[src/rtl/ws_systolic_array_if.sv]
// Handshake and result bus of the weight-stationary systolic engine.
// The master drives weight rows and activations; the slave (the engine) returns results and status.
interface ws_systolic_array_if #(
    parameter int N      = 4,
    parameter int DATA_W = 8,
    parameter int OUT_W  = 16
) ();
    logic                  wload_valid;
    logic                  wload_ready;
    logic [N*DATA_W-1:0]   wload_data;
    logic                  act_valid;
    logic                  act_ready;
    logic [N*DATA_W-1:0]   act_data;
    logic                  out_valid;
    logic [N*OUT_W-1:0]    out_data;
    logic                  weights_loaded;
    logic                  busy;

    modport master (
        output wload_valid, wload_data, act_valid, act_data,
        input  wload_ready, act_ready, out_valid, out_data, weights_loaded, busy
    );

    modport slave (
        input  wload_valid, wload_data, act_valid, act_data,
        output wload_ready, act_ready, out_valid, out_data, weights_loaded, busy
    );
endinterface

[src/rtl/ws_systolic_array.sv]
// NxN weight-stationary systolic matrix-vector engine: y[j] = sum_i x[i]*W[i][j].
// Row-wise weight loading, skewed activation entry, deskewed outputs, fixed latency 2*N+1.
module ws_systolic_array #(
    parameter int N      = 4,
    parameter int DATA_W = 8,
    parameter int ACC_W  = 24,
    parameter int OUT_W  = 16,
    parameter int SAT    = 1
) (
    input  logic                 clk,
    input  logic                 reset,
    ws_systolic_array_if.slave   bus
);

    localparam int LAT = 2 * N + 1;
    localparam int CW  = $clog2(LAT + 1);
    localparam int RW  = $clog2(N);

    typedef enum logic [1:0] {IDLE, LOAD, RUN} state_t;

    state_t                    state_q, state_d;
    logic [RW-1:0]             row_q, row_d, wr_row;
    logic [CW-1:0]             inflight_q;
    logic                      wready, aready, wfire, afire;
    logic [LAT-1:0]            vld_q;
    logic                      out_valid_q;
    logic [N*OUT_W-1:0]        out_data_q;

    logic signed [DATA_W-1:0]  w_q  [N][N];
    logic signed [DATA_W-1:0]  sk_q [N][N];
    logic signed [DATA_W-1:0]  a_q  [N][N];
    logic signed [ACC_W-1:0]   p_q  [N][N];
    logic signed [ACC_W-1:0]   ds_q [N][N];

    function automatic logic [OUT_W-1:0] clip(input logic signed [ACC_W-1:0] v);
        logic signed [ACC_W-1:0] hi, lo;
        hi = {{(ACC_W-OUT_W+1){1'b0}}, {(OUT_W-1){1'b1}}};
        lo = ~hi;
        if (SAT != 0 && v > hi)      return hi[OUT_W-1:0];
        else if (SAT != 0 && v < lo) return lo[OUT_W-1:0];
        else                         return v[OUT_W-1:0];
    endfunction

    // NOTE: every output of a combinational block gets a default first so no path leaves it unassigned (no latch).
    always_comb begin
        state_d = state_q;
        row_d   = row_q;
        wready  = 1'b1;
        aready  = 1'b0;
        wr_row  = '0;
        case (state_q)
            LOAD:    wr_row = row_q;
            RUN: begin
                aready = 1'b1;
                // Activations win; weights may only change with an empty pipe.
                wready = (inflight_q == '0) && !bus.act_valid;
            end
            default: ;
        endcase
        wfire = bus.wload_valid && wready;
        afire = bus.act_valid && aready;
        if (wfire) begin
            if (state_q == LOAD) begin
                if (row_q == RW'(N - 1)) begin
                    state_d = RUN;
                    row_d   = '0;
                end else begin
                    row_d = row_q + RW'(1);
                end
            end else begin
                state_d = LOAD;
                row_d   = RW'(1);
            end
        end
    end

    // NOTE: sequential state uses non-blocking assignments so every register samples pre-edge values.
    always_ff @(posedge clk or posedge reset) begin
        if (reset) begin
            state_q    <= IDLE;
            row_q      <= '0;
            inflight_q <= '0;
        end else begin
            state_q <= state_d;
            row_q   <= row_d;
            case ({afire, out_valid_q})
                2'b10:   inflight_q <= inflight_q + CW'(1);
                2'b01:   inflight_q <= inflight_q - CW'(1);
                default: ;
            endcase
        end
    end

    // NOTE: weight, skew and deskew storage is reset too, because a reset must leave no stale data in the array.
    always_ff @(posedge clk or posedge reset) begin
        if (reset) begin
            for (int i = 0; i < N; i++) begin
                for (int k = 0; k < N; k++) begin
                    w_q[i][k]  <= '0;
                    sk_q[i][k] <= '0;
                    ds_q[i][k] <= '0;
                end
            end
            vld_q       <= '0;
            out_valid_q <= 1'b0;
            out_data_q  <= '0;
        end else begin
            for (int i = 0; i < N; i++) begin
                if (wfire) w_q[wr_row][i] <= bus.wload_data[i*DATA_W +: DATA_W];
                sk_q[i][0] <= afire ? bus.act_data[i*DATA_W +: DATA_W] : '0;
                ds_q[i][0] <= p_q[N-1][i];
                for (int k = 1; k < N; k++) begin
                    sk_q[i][k] <= sk_q[i][k-1];
                    ds_q[i][k] <= ds_q[i][k-1];
                end
            end
            vld_q       <= {vld_q[LAT-2:0], afire};
            out_valid_q <= vld_q[LAT-1];
            // Column j leaves the array j cycles late; a deskew of N-j stages aligns all lanes.
            if (vld_q[LAT-1]) begin
                for (int j = 0; j < N; j++) out_data_q[j*OUT_W +: OUT_W] <= clip(ds_q[j][N-1-j]);
            end
        end
    end

    for (genvar gi = 0; gi < N; gi++) begin : g_row
        for (genvar gj = 0; gj < N; gj++) begin : g_col
            logic signed [DATA_W-1:0]   a_in, a_r;
            logic signed [ACC_W-1:0]    p_in, p_r;
            logic signed [2*DATA_W-1:0] prod;

            if (gj == 0) begin : g_edge
                assign a_in = sk_q[gi][gi];
            end else begin : g_inner
                assign a_in = a_q[gi][gj-1];
            end
            if (gi == 0) begin : g_top
                assign p_in = '0;
            end else begin : g_below
                assign p_in = p_q[gi-1][gj];
            end

            assign prod = (2*DATA_W)'(a_in) * (2*DATA_W)'(w_q[gi][gj]);

            always_ff @(posedge clk or posedge reset) begin
                if (reset) begin
                    a_r <= '0;
                    p_r <= '0;
                end else begin
                    a_r <= a_in;
                    p_r <= p_in + ACC_W'(prod);
                end
            end

            assign a_q[gi][gj] = a_r;
            assign p_q[gi][gj] = p_r;
        end
    end

    assign bus.wload_ready    = wready;
    assign bus.act_ready      = aready;
    assign bus.out_valid      = out_valid_q;
    assign bus.out_data       = out_data_q;
    assign bus.weights_loaded = (state_q == RUN);
    assign bus.busy           = (state_q == LOAD) || (inflight_q != '0);

endmodule
[src/flat_wrapper.sv]
// flat-port wrapper written by rule: the top's interface ports become plain ports
module ws_systolic_array_flat 
#(
    parameter int N      = 4,
    parameter int DATA_W = 8,
    parameter int ACC_W  = 24,
    parameter int OUT_W  = 16,
    parameter int SAT    = 1
)
  (clk, reset, bus_wload_valid, bus_wload_data, bus_act_valid, bus_act_data, bus_wload_ready, bus_act_ready, bus_out_valid, bus_out_data, bus_weights_loaded, bus_busy);
  ws_systolic_array_if #(.N(N), .DATA_W(DATA_W), .OUT_W(OUT_W)) bus_i ();
  input  logic clk;
  input  logic reset;
  input wire logic [$bits(bus_i.wload_valid)-1:0] bus_wload_valid;
  input wire logic [$bits(bus_i.wload_data)-1:0] bus_wload_data;
  input wire logic [$bits(bus_i.act_valid)-1:0] bus_act_valid;
  input wire logic [$bits(bus_i.act_data)-1:0] bus_act_data;
  output wire logic [$bits(bus_i.wload_ready)-1:0] bus_wload_ready;
  output wire logic [$bits(bus_i.act_ready)-1:0] bus_act_ready;
  output wire logic [$bits(bus_i.out_valid)-1:0] bus_out_valid;
  output wire logic [$bits(bus_i.out_data)-1:0] bus_out_data;
  output wire logic [$bits(bus_i.weights_loaded)-1:0] bus_weights_loaded;
  output wire logic [$bits(bus_i.busy)-1:0] bus_busy;
  assign bus_i.wload_valid = bus_wload_valid;
  assign bus_i.wload_data = bus_wload_data;
  assign bus_i.act_valid = bus_act_valid;
  assign bus_i.act_data = bus_act_data;
  assign bus_wload_ready = bus_i.wload_ready;
  assign bus_act_ready = bus_i.act_ready;
  assign bus_out_valid = bus_i.out_valid;
  assign bus_out_data = bus_i.out_data;
  assign bus_weights_loaded = bus_i.weights_loaded;
  assign bus_busy = bus_i.busy;
  ws_systolic_array #(.N(N), .DATA_W(DATA_W), .ACC_W(ACC_W), .OUT_W(OUT_W), .SAT(SAT)) u_core (.clk(clk), .reset(reset), .bus(bus_i));
endmodule
[config.mk]
export PLATFORM = sky130hd
export DESIGN_NAME = ws_systolic_array_flat
export DESIGN_NICKNAME = d
export VERILOG_FILES = /design/src/rtl/ws_systolic_array_if.sv /design/src/rtl/ws_systolic_array.sv /design/src/flat_wrapper.sv
export SDC_FILE = /design/constraint.sdc
export NUM_CORES = 2
export LEC_CHECK = 0
export ABC_AREA = 1
export CAP_MARGIN = 20
export CORE_MARGIN = 10
export CORE_UTILIZATION = 54
export DETAILED_ROUTE_END_ITERATION = 8
export PLACE_DENSITY_LB_ADDON = 0.25
export SLEW_MARGIN = 20
export SYNTH_ARGS = -nofsm -noshare
export SYNTH_HDL_FRONTEND = slang
export SYNTH_SLANG_ARGS = --single-unit
[constraint.sdc]
create_clock -name clk -period 73.5 [get_ports clk]
set_clock_uncertainty 0.15 [all_clocks]
set_input_delay 14.7 -clock clk [delete_from_list [all_inputs] [get_ports clk]]
set_output_delay 14.7 -clock clk [all_outputs]
set_load 0.02 [all_outputs]
==> results_dict.tcl <==
set metrics [dict create \
    status "finished, final reports clean" \
    row_count 144 \
    yosysTopAreaCell "fa_1" \
    critical_path_peak_fanout 2 \
    synth_edf_count 0 \
    dr.pass1.iters 6 \
    routabilityCongestion 0.878 \
    worstSkewPairLatency_ns 0.76 \
    startpoint_type "input port" \
    max_stage_delay_ns 0.64 \
    timing.critical_path.from "bus_act_valid" \
    routed_via_density 4.97 \
    cts_tree "yes" \
    final_antenna_net_count 0 \
    critPathArrivalTime_ns 16.04 \
    nFillCells 13306 \
    vdd_drop_max_mv 0.0285 \
    r2r-end "u_core.g_row[3].g_col[3].p_r[14]" \
    clkSinkCount 950 \
    path_class "in2out" \
    routedWlPerCell_um 15.3 \
    cts_root_buffer "clkbuf_16" \
    mappedNetlistArea_um2 84200 \
    power_w 0.00387 \
    rsz0062_at_grt "false" \
    r2r_slack_ns 68.03 \
    cts_resized 0 \
    grt_antenna_before_repair 11 \
    syn_avg_cell_area_um2 9.15 \
    grt_pass1_wl_um 297000 \
    drive_gt1_frac 0.0287 \
    layout.nets 11193 \
    synthArstFlopShare 1.00 \
    hold_class "reg2reg" \
    place.port_buffers 136 \
    max_freq_ghz 0.0324 \
    hold_viol_final 0 \
    met2_usage 0.348 \
    crit_top_cell "clkdlybuf4s50_1" \
    drv_cap 0 \
    drt_iter0_drc 3322 \
    pin_count 137 \
    crit_slowest_cell "clkdlybuf4s50_1" \
    start_util 0.545 \
    use_met1 0.284 \
    clkTransAtPathRegs_ns 0.06 \
    hold_buffers 0 \
    numCtsBuffers 106 \
    vias 56149 \
    worstPathCellList "clkdlybuf4s50_1 -> o21ai_2 -> clkdlybuf4s50_1" \
    routed_wl_um 173000 \
    min_period_over_period 0.420 \
    powerDensity_nw_per_um2 42.6 \
    top_usage_layer "met2" \
    ys_seq_area_frac 0.282 \
    dieArea_um2 172000 \
    synth.top_cell.area_share 0.303 \
    met3_usage 0.0310 \
    synth.yosys.warnings 0 \
    synthTopCellsByArea "fa_1 30%, dfrtp_1 28%, inv_1 10%" \
    ys.flop_type "dfrtp_1" \
    r2r_cells 14 \
    route.detailed.drc 0 \
    overflow 0 \
    cp_data_required_time_ns 58.65 \
    grt_pass1_vias 59824 \
    worstMarginPinSlew_ns 0.988 \
    die_height_um 415 \
    synthDistinctLibCells 40 \
    leakage_nw 53.6 \
    dp_hpwl_um 143000 \
    slew_viol_final 0 \
    finalSetupViolCount 0 \
    slew_headroom 0.341 \
    h-tree-depth 3 \
    track_usage 0.208 \
    post_cts_buffers 0 \
    synth_fp_nets 11232 \
    die_w_um 415 \
    cts_buffer_depth 3 \
    finalSetupTns_ns 0 \
    area_growth_pct 7.95 \
    cp-end-kind "primary output" \
    hold_path_depth 0 \
    grt_start_max_net_pins 177 \
    critPathCapture "bus_wload_ready" \
    reg2reg_from "u_core.w_q[0]" \
    postSynthCellCount 9207 \
    coreArea_um2 155000 \
    ys_seq_elements 950 \
    period_needed_ns 30.89 \
]
==> flip-flops by register name, indices dropped and copies added, names as in the netlist <==
| register | cells |
|---|---|
| u_core.state_q | 2 |
| u_core.g_row.g_col.a_in | 32 |
| u_core.bus.out_valid | 1 |
| u_core.ds_q | 240 |
| u_core.sk_q | 48 |
| u_core.row_q | 2 |
| u_core.g_row.g_col.a_r | 96 |
| u_core.g_row.g_col.p_r | 324 |
| u_core.bus.out_data | 64 |
| u_core.w_q | 128 |
| u_core.vld_q | 9 |
| u_core.inflight_q | 4 |
==> synth_stat cells, types with 22 or more instances <==
cell / count
clkbuf_1: 267
nand2_1: 2242
nor3_1: 22
o21ai_1: 37
nand4_1: 44
nand3b_1: 25
nor2_1: 346
a21oi_1: 196
o21ai_0: 188
ha_1: 680
inv_1: 2308
xnor2_1: 56
fa_1: 1277
dfrtp_1: 950
nand3_1: 243
or2_2: 38
xor2_1: 145
o21bai_1: 25
==> per-stage QoR <==
step	cell area, um^2	hold slack, ns	worst slack (ns)	instances	util
final	90900	0.152	42.61	11307	0.588
after global routing	90900	0.155	42.56	11306	0.588
after CTS	90900	0.150	42.59	11299	0.588
after detailed placement	87100	0.185	42.59	11102	0.563
after global placement	87100	0.182	42.65	11102	0.563
after floorplan	84200	0.181	31.93	9207	-
==> cell type report <==
cell class                 instances  area [um^2]  share of cell area
timing repair buffer             153         1550              0.0170
sequential                       950        23800               0.261
inverter                        2310         8680              0.0954
tap                             2044         2560              0.0281
multi-input combinational       5647        50600               0.556
clock inverter                    60          890             0.00978
clock buffer                     137         2920              0.0321
antenna                            6         15.0            0.000165
==> worst max-delay path, delay by kind of cell <==
kind	cells	cell delay (ns)
compound gates	1	0.23
buf+inv	2	1.11
==> worst min path at each step <==
| stage | from | endpoint | slack (ns) |
|---|---|---|---|
| CTS | u_core.sk_q[24] | u_core.sk_q[16] | 0.15 |
| finish | u_core.sk_q[24] | u_core.sk_q[16] | 0.15 |
| floorplan | u_core.ds_q[168] | u_core.ds_q[144] | 0.18 |
| global route | u_core.sk_q[24] | u_core.sk_q[16] | 0.16 |
| global placement | u_core.ds_q[330] | u_core.ds_q[306] | 0.18 |
| detailed placement | u_core.ds_q[171] | u_core.ds_q[147] | 0.18 |
==> logic make-up (layout without fill, tap and decap cells) <==
family,count (synthesis),after routing,share of synthesized area
simple gates,2980,2980,0.142
buf+inv,2610,2660,0.118
fa+ha+maj,1957,1957,0.404
flops,950,950,0.282
compound gates,509,509,0.0331
xor+xnor,201,201,0.0209
other cells,0,6,0
==> where the power goes <==
group	internal, W	total, W	switching, W
registers	0.000734	0.000918	0.000184
clock network	0.000335	0.000566	0.000231
logic	0.000921	0.00239	0.00147
total	0.00199	0.00387	0.00188
==> cells in the final DEF, fill, tap and decap left out, types with 7 or more instances in the layout <==
| cell | synthesis | layout |
|---|---|---|
| a21o_1 | 11 | 11 |
| a21oi_1 | 196 | 195 |
| a22o_1 | 15 | 15 |
| a31oi_1 | 14 | 14 |
| buf_4 | 13 | 13 |
| bufinv_16 | 0 | 14 |
| clkbuf_1 | 267 | 17 |
| clkbuf_16 | 0 | 107 |
| clkbuf_8 | 0 | 13 |
| clkdlybuf4s50_1 | 0 | 136 |
| clkinv_2 | 0 | 17 |
| dfrtp_1 | 950 | 950 |
| fa_1 | 1277 | 1277 |
| ha_1 | 680 | 680 |
| inv_1 | 2308 | 2306 |
| inv_6 | 0 | 7 |
| nand2_1 | 2242 | 2241 |
| nand3_1 | 243 | 243 |
| nand3b_1 | 25 | 25 |
| nand4_1 | 44 | 44 |
| nor2_1 | 346 | 346 |
| nor3_1 | 22 | 22 |
| o21ai_0 | 188 | 188 |
| o21ai_1 | 37 | 36 |
| o21ai_2 | 15 | 16 |
| o21bai_1 | 25 | 25 |
| or2_2 | 38 | 38 |
| xnor2_1 | 56 | 56 |
| xor2_1 | 145 | 145 |
==> per-layer routing <==
| metal | wire [um] | vias up |
|---|---|---|
| li1 | - | 26779 |
| met1 | 77700 | 27907 |
| met2 | 82100 | 1215 |
| met3 | 8960 | 248 |
| met4 | 4480 | 0 |
| met5 | 0 | - |
No activity file was read; power rests on OpenSTA's default activity.
